===== src/rtl/clock_meter_pkg.sv =====
// clock_meter_pkg: state encoding and counter defaults shared by the clock period meter.
package clock_meter_pkg;

    typedef enum logic [1:0] {
        IDLE    = 2'd0,
        ARM     = 2'd1,
        MEASURE = 2'd2
    } state_t;

    localparam int DEF_CNT_W = 32;
    localparam logic [DEF_CNT_W-1:0] CNT_MAX = '1;

endpackage


===== src/rtl/sync_edge_detect.sv =====
// sync_edge_detect: multi-flop synchronizer for an asynchronous input with one-cycle rise/fall strobes.
module sync_edge_detect #(
    parameter int SYNC_STAGES = 2
) (
    input  logic clk,
    input  logic rst_n,
    input  logic din,
    output logic level,
    output logic rise,
    output logic fall
);

    logic [SYNC_STAGES-1:0] sync;
    logic prev;

    always_ff @(posedge clk or negedge rst_n) begin
        if (!rst_n) begin
            sync <= '0;
            prev <= 1'b0;
        end else begin
            sync <= {sync[SYNC_STAGES-2:0], din};
            prev <= sync[SYNC_STAGES-1];
        end
    end

    assign level = sync[SYNC_STAGES-1];
    assign rise  = level & ~prev;
    assign fall  = ~level & prev;

endmodule


===== src/rtl/clock_period_meter.sv =====
// clock_period_meter: measures period/high time of a slow asynchronous clock in clkin cycles.
// Optional min/max period tracking is built when CLOCK_METER_MINMAX_EN is defined.
module clock_period_meter
    import clock_meter_pkg::*;
#(
    parameter int CNT_W          = DEF_CNT_W,
    parameter int SYNC_STAGES    = 2,
    parameter int TIMEOUT_CYCLES = 1000000
) (
    input  logic             clkin,
    input  logic             rst_n,
    input  logic             meas_clk,
    input  logic             enable,
    output logic             edge_tick,
    output logic [CNT_W-1:0] period,
    output logic [CNT_W-1:0] high_time,
    output logic             period_valid,
    input  logic             period_ready,
    output logic             overrun,
    output logic             timeout
`ifdef CLOCK_METER_MINMAX_EN
    ,
    input  logic             minmax_clr,
    output logic [CNT_W-1:0] period_min,
    output logic [CNT_W-1:0] period_max
`endif
);

    localparam logic [CNT_W-1:0] TMO = CNT_W'(TIMEOUT_CYCLES);

    state_t state, state_nx;
    logic level_unused, rise, fall;
    logic [CNT_W-1:0] cnt, high_cap;
    logic tmo_hit, publish, load;

    sync_edge_detect #(.SYNC_STAGES(SYNC_STAGES)) u_sync (
        .clk  (clkin),
        .rst_n(rst_n),
        .din  (meas_clk),
        .level(level_unused),
        .rise (rise),
        .fall (fall)
    );

    always_ff @(posedge clkin or negedge rst_n) begin
        if (!rst_n) state <= IDLE;
        else        state <= state_nx;
    end

    always_comb begin
        state_nx = state;
        tmo_hit  = 1'b0;
        publish  = 1'b0;
        if (!enable) begin
            state_nx = IDLE;
        end else begin
            case (state)
                IDLE:    state_nx = ARM;
                ARM:     state_nx = rise ? MEASURE : ARM;
                MEASURE: begin
                    // Timeout takes precedence over a rise landing on the same count.
                    if (cnt == TMO) begin
                        tmo_hit  = 1'b1;
                        state_nx = ARM;
                    end else begin
                        publish = rise;
                    end
                end
                default: state_nx = IDLE;
            endcase
        end
    end

    assign load = publish && (!period_valid || period_ready);

    always_ff @(posedge clkin or negedge rst_n) begin
        if (!rst_n) begin
            cnt          <= '0;
            high_cap     <= '0;
            edge_tick    <= 1'b0;
            period       <= '0;
            high_time    <= '0;
            period_valid <= 1'b0;
            overrun      <= 1'b0;
            timeout      <= 1'b0;
        end else begin
            edge_tick <= rise;
            // Every rise that keeps us measuring restarts the count at 1.
            if (state_nx != MEASURE) cnt <= '0;
            else if (rise)           cnt <= CNT_W'(1);
            else                     cnt <= cnt + CNT_W'(1);
            if (state_nx != MEASURE) high_cap <= '0;
            else if (fall)           high_cap <= cnt;
            if (load) begin
                period       <= cnt;
                high_time    <= high_cap;
                period_valid <= 1'b1;
            end else if (period_ready) begin
                period_valid <= 1'b0;
            end
            if (!enable) begin
                overrun <= 1'b0;
                timeout <= 1'b0;
            end else begin
                if (publish && !load) overrun <= 1'b1;
                if (tmo_hit)                   timeout <= 1'b1;
                else if (state == ARM && rise) timeout <= 1'b0;
            end
        end
    end

`ifdef CLOCK_METER_MINMAX_EN
    // Dropped results still count toward the extremes; a clear seeds both from a coincident result.
    always_ff @(posedge clkin or negedge rst_n) begin
        if (!rst_n) begin
            period_min <= '1;
            period_max <= '0;
        end else if (publish) begin
            period_min <= (minmax_clr || cnt < period_min) ? cnt : period_min;
            period_max <= (minmax_clr || cnt > period_max) ? cnt : period_max;
        end else if (minmax_clr) begin
            period_min <= '1;
            period_max <= '0;
        end
    end
`endif

endmodule

===== config.mk =====
export PLATFORM = sky130hd
export DESIGN_NAME = clock_period_meter
export DESIGN_NICKNAME = d
export VERILOG_FILES = /design/src/rtl/clock_meter_pkg.sv /design/src/rtl/sync_edge_detect.sv /design/src/rtl/clock_period_meter.sv
export SDC_FILE = /design/constraint.sdc
export NUM_CORES = 1
export LEC_CHECK = 0
export ABC_AREA = 1
export ABC_CLOCK_PERIOD_IN_PS = 2300
export CAP_MARGIN = 40
export CORE_MARGIN = 1.5
export CORE_UTILIZATION = 55
export CTS_CLUSTER_DIAMETER = 60
export DETAILED_ROUTE_END_ITERATION = 6
export PLACE_DENSITY_LB_ADDON = 0.1
export SYNTH_ARGS = -nofsm -noshare
export SYNTH_HDL_FRONTEND = slang
export SYNTH_SLANG_ARGS = --single-unit

===== constraint.sdc =====
create_clock -name clkin -period 2.3 [get_ports clkin]
set_input_delay 0.69 -clock clkin [delete_from_list [all_inputs] [get_ports clkin]]
set_output_delay 0.69 -clock clkin [all_outputs]
set_load 0.03 [all_outputs]

==> results.md <==
* Core area at 11500 µm²
* Delay-heaviest family, CP: buffers and inverters
* Initial Util at 56.7%
* Synthesis-stage register bit count at 137
* Startpoint class of the critical path: register
* Max-Cap Viols at 0
* Slowest-stage cell, CP: clkdlybuf4s50_1
* Vias in the first global route at 5385
* Setup TNS at 0 ps
* Max Fclk at 459 MHz
* GRT Residual Overflow at 0
* Relative slew slack at 72.4%
* Cts bufs inserted at 17
* Final period utilization at 94.7%
* Ys flop type: dfrtp_1
* CTS sink cnt at between 100 and 150
* Fillers at just over 900
* Gr usage total at around 28%
* Worst Tran Pin Value at a little over 400 ps
* Die Height at 112 µm
* Post-synth EDFFs at 0
* RD Place Congestion at 0.857
* Hpwl dp at 11.1 mm
* Max-slew violation count at 0
* Reg clk slew, reported paths at about 50 ps
* Drt total wl at 16.2 mm
* Cell Chain, Critical Path: clkdlybuf4s50_1
* I/O pin cnt at 73
* Multi-input logic area at 2500 µm²
* Final net count at 871
* Fin. Hold Viols at 0
* Bufs on Longest Clock Path at 2
* Power Density at about 660 nW/µm²
* Status: finished, final reports clean
* Worst-skew pair later-pin latency at 420 ps
* CTS tree: yes
* Post-CTS Setup Bufs at 0
* Fraction of registers with async set/reset at 100%
* Placed Cells at 988
* Hold_buf cts at 0
* Drt wl/cell at 15.9 µm
* ANT cells at 0
* RSZ-0062 raised after global routing: false
* Total number of vias at 5503
* Share of cells above drive strength 1 at under 10%
* Pre-antenna DRT Iters at 5
* Die Wd at 112 µm
* Drt via density at between 5 and 6
* Setup Viol. Count Final at 0
* Static Leak at approximately 3.6 nW
* Syn Inst Count at around 800
* Pre-CTS setup slack at 135 ps
* CTS Root Cell: clkbuf_16
* Critical path type: reg2out
* Worst Path Max Fanout at 2
* Post-CTS sizing at 0
* 1st-iter DRT viols at 334
* Synth Area per Inst at between 8 and 9 µm²
* Worst hold path type: in2async
* WP data arrival at 1490 ps
* Reg area at 3430 µm²
* Seq/Total Area, Yosys at 52.7%
* Final Cell Area at 7950 µm²
* First-pass GRT wire length at 27.2 mm
* Netlist Area Pre-Place at 6500 µm²
* Tmin final at 2180 ps
* Final ANT Viol Nets at 0
* Peak VDD IR at 0.615 mV
* Row cnt at 39
* Initial antenna violation count at 0
* Synth warn at 0
* Unique masters post-synth at 28
* DRC viols at 0
* Crit path required time at approximately 1600 ps
* Non-filler instance count after layout at 1020
* Post-Route Skew at 6.38 ps
* Critical Path Sink Type: output port
* Crit-path max cell delay at 710 ps
* IO buf count at 72
* Placed Area at between 7000 and 8000 µm²
* Final worst slack at between 100 and 150 ps
* Syn-to-layout area delta at 22.3%
* WP buf/inv at 1
* Syn Nets at 806
* Maximum number of pins on one net before global-route repair at 66
* Die footprint at 12500 µm²
* H-tree depth at 4
[power by group]
| part | total [W] | internal, W | switching (W) |
|---|---|---|---|
| logic | 0.000166 | 0.0000405 | 0.000126 |
| registers | 0.00242 | 0.00242 | 0.00000472 |
| clock network | 0.00267 | 0.00168 | 0.000991 |
[layer usage]
layer / GRT usage (%) / routed length [µm] / up-vias
met2: 43.0 / 7520 / 187
met3: 4.84 / 826 / 26
met4: 11.8 / 387 / 0
li1: - / - / 2641
met5: 0 / 0 / -
met1: 38.6 / 7480 / 2649
[cell families after synthesis]
family | share of synthesized area (%)
compound gates | 2.81
xor+xnor | 3.10
fa+ha+maj | 0.385
buf+inv | 9.10
flops | 52.7
mux | 0.173
simple gates | 31.7
[path summary, 6_finish.rpt]
check,startpoint,to,slack (ps),cells after the start
worst min-delay path,rst_n,high_time[5]$_DFFE_PN0P_,120,1
worst min register to register,u_sync.sync[0]$_DFF_PN0_,u_sync.sync[1]$_DFF_PN0_,360,0
worst max-delay path,period[25]$_DFFE_PN0P_,period[25],120,1
min in group clkin,u_sync.sync[0]$_DFF_PN0_,u_sync.sync[1]$_DFF_PN0_,360,0
max in group asynchronous,rst_n,high_cap[14]$_DFFE_PN0P_,1540,2
worst max register to register,cnt[1]$_DFF_PN0_,cnt[15]$_DFF_PN0_,380,12
[flip-flops by register name, summed over array words and instances (netlist names)]
signal        count
u_sync.sync       2
period_valid      1
high_cap         32
edge_tick         1
timeout           1
cnt              32
high_time        32
u_sync.prev       1
period           32
state             2
overrun           1
[stage by stage]
stage	hold WS [ps]	util [%]	power [W]
floorplan	331	-	0.00254
global placement	346	64.3	0.00263
detailed placement	343	64.3	0.00263
CTS	121	69.3	0.00529
global route	124	69.3	0.00540
finish	123	69.3	0.00526
[final cells by class]
class / instances / area share, %
Sequential cell: 137 / 43.1
Multi-Input combinational cell: 538 / 31.4
Timing Repair Buffer: 87 / 12.0
Clock buffer: 25 / 6.11
Inverter: 83 / 3.92
Tap cell: 143 / 2.25
Clock inverter: 7 / 1.15
[cell usage after synthesis, types with 2 or more instances]
cell / n / area (µm²)
nor2_4: 2 / 22.5
nand3_1: 14 / 70.1
ha_1: 2 / 25.0
nor3_1: 9 / 45.0
buf_6: 10 / 113
nor2_1: 127 / 477
inv_1: 78 / 293
o21ai_0: 32 / 160
buf_4: 3 / 22.5
buf_12: 2 / 40.0
buf_1: 9 / 33.8
inv_2: 4 / 15.0
nand2_1: 236 / 886
buf_2: 6 / 30.0
xor2_1: 22 / 193
nand2_2: 22 / 138
nand4_1: 64 / 400
dfrtp_1: 137 / 3430
clkbuf_1: 11 / 41.3
[placed cells by master (no fill, tap or decap), drive strengths merged]
master / netlist / layout
ha: 2 / 2
o21ai: 33 / 33
clkdlybuf4s50: 0 / 71
clkinv: 1 / 6
nand3: 14 / 14
inv: 82 / 81
buf: 30 / 16
and3: 1 / 1
xnor2: 1 / 1
nand4: 65 / 65
nor3: 9 / 9
nand2: 258 / 258
o22ai: 1 / 1
nor4: 1 / 1
nor2: 129 / 129
clkbuf: 11 / 25
dfrtp: 137 / 137
bufinv: 0 / 2
a21boi: 1 / 1
xor2: 22 / 22
mux2: 1 / 1
clkinvlp: 0 / 1
Power figures use the tool's default switching activity.
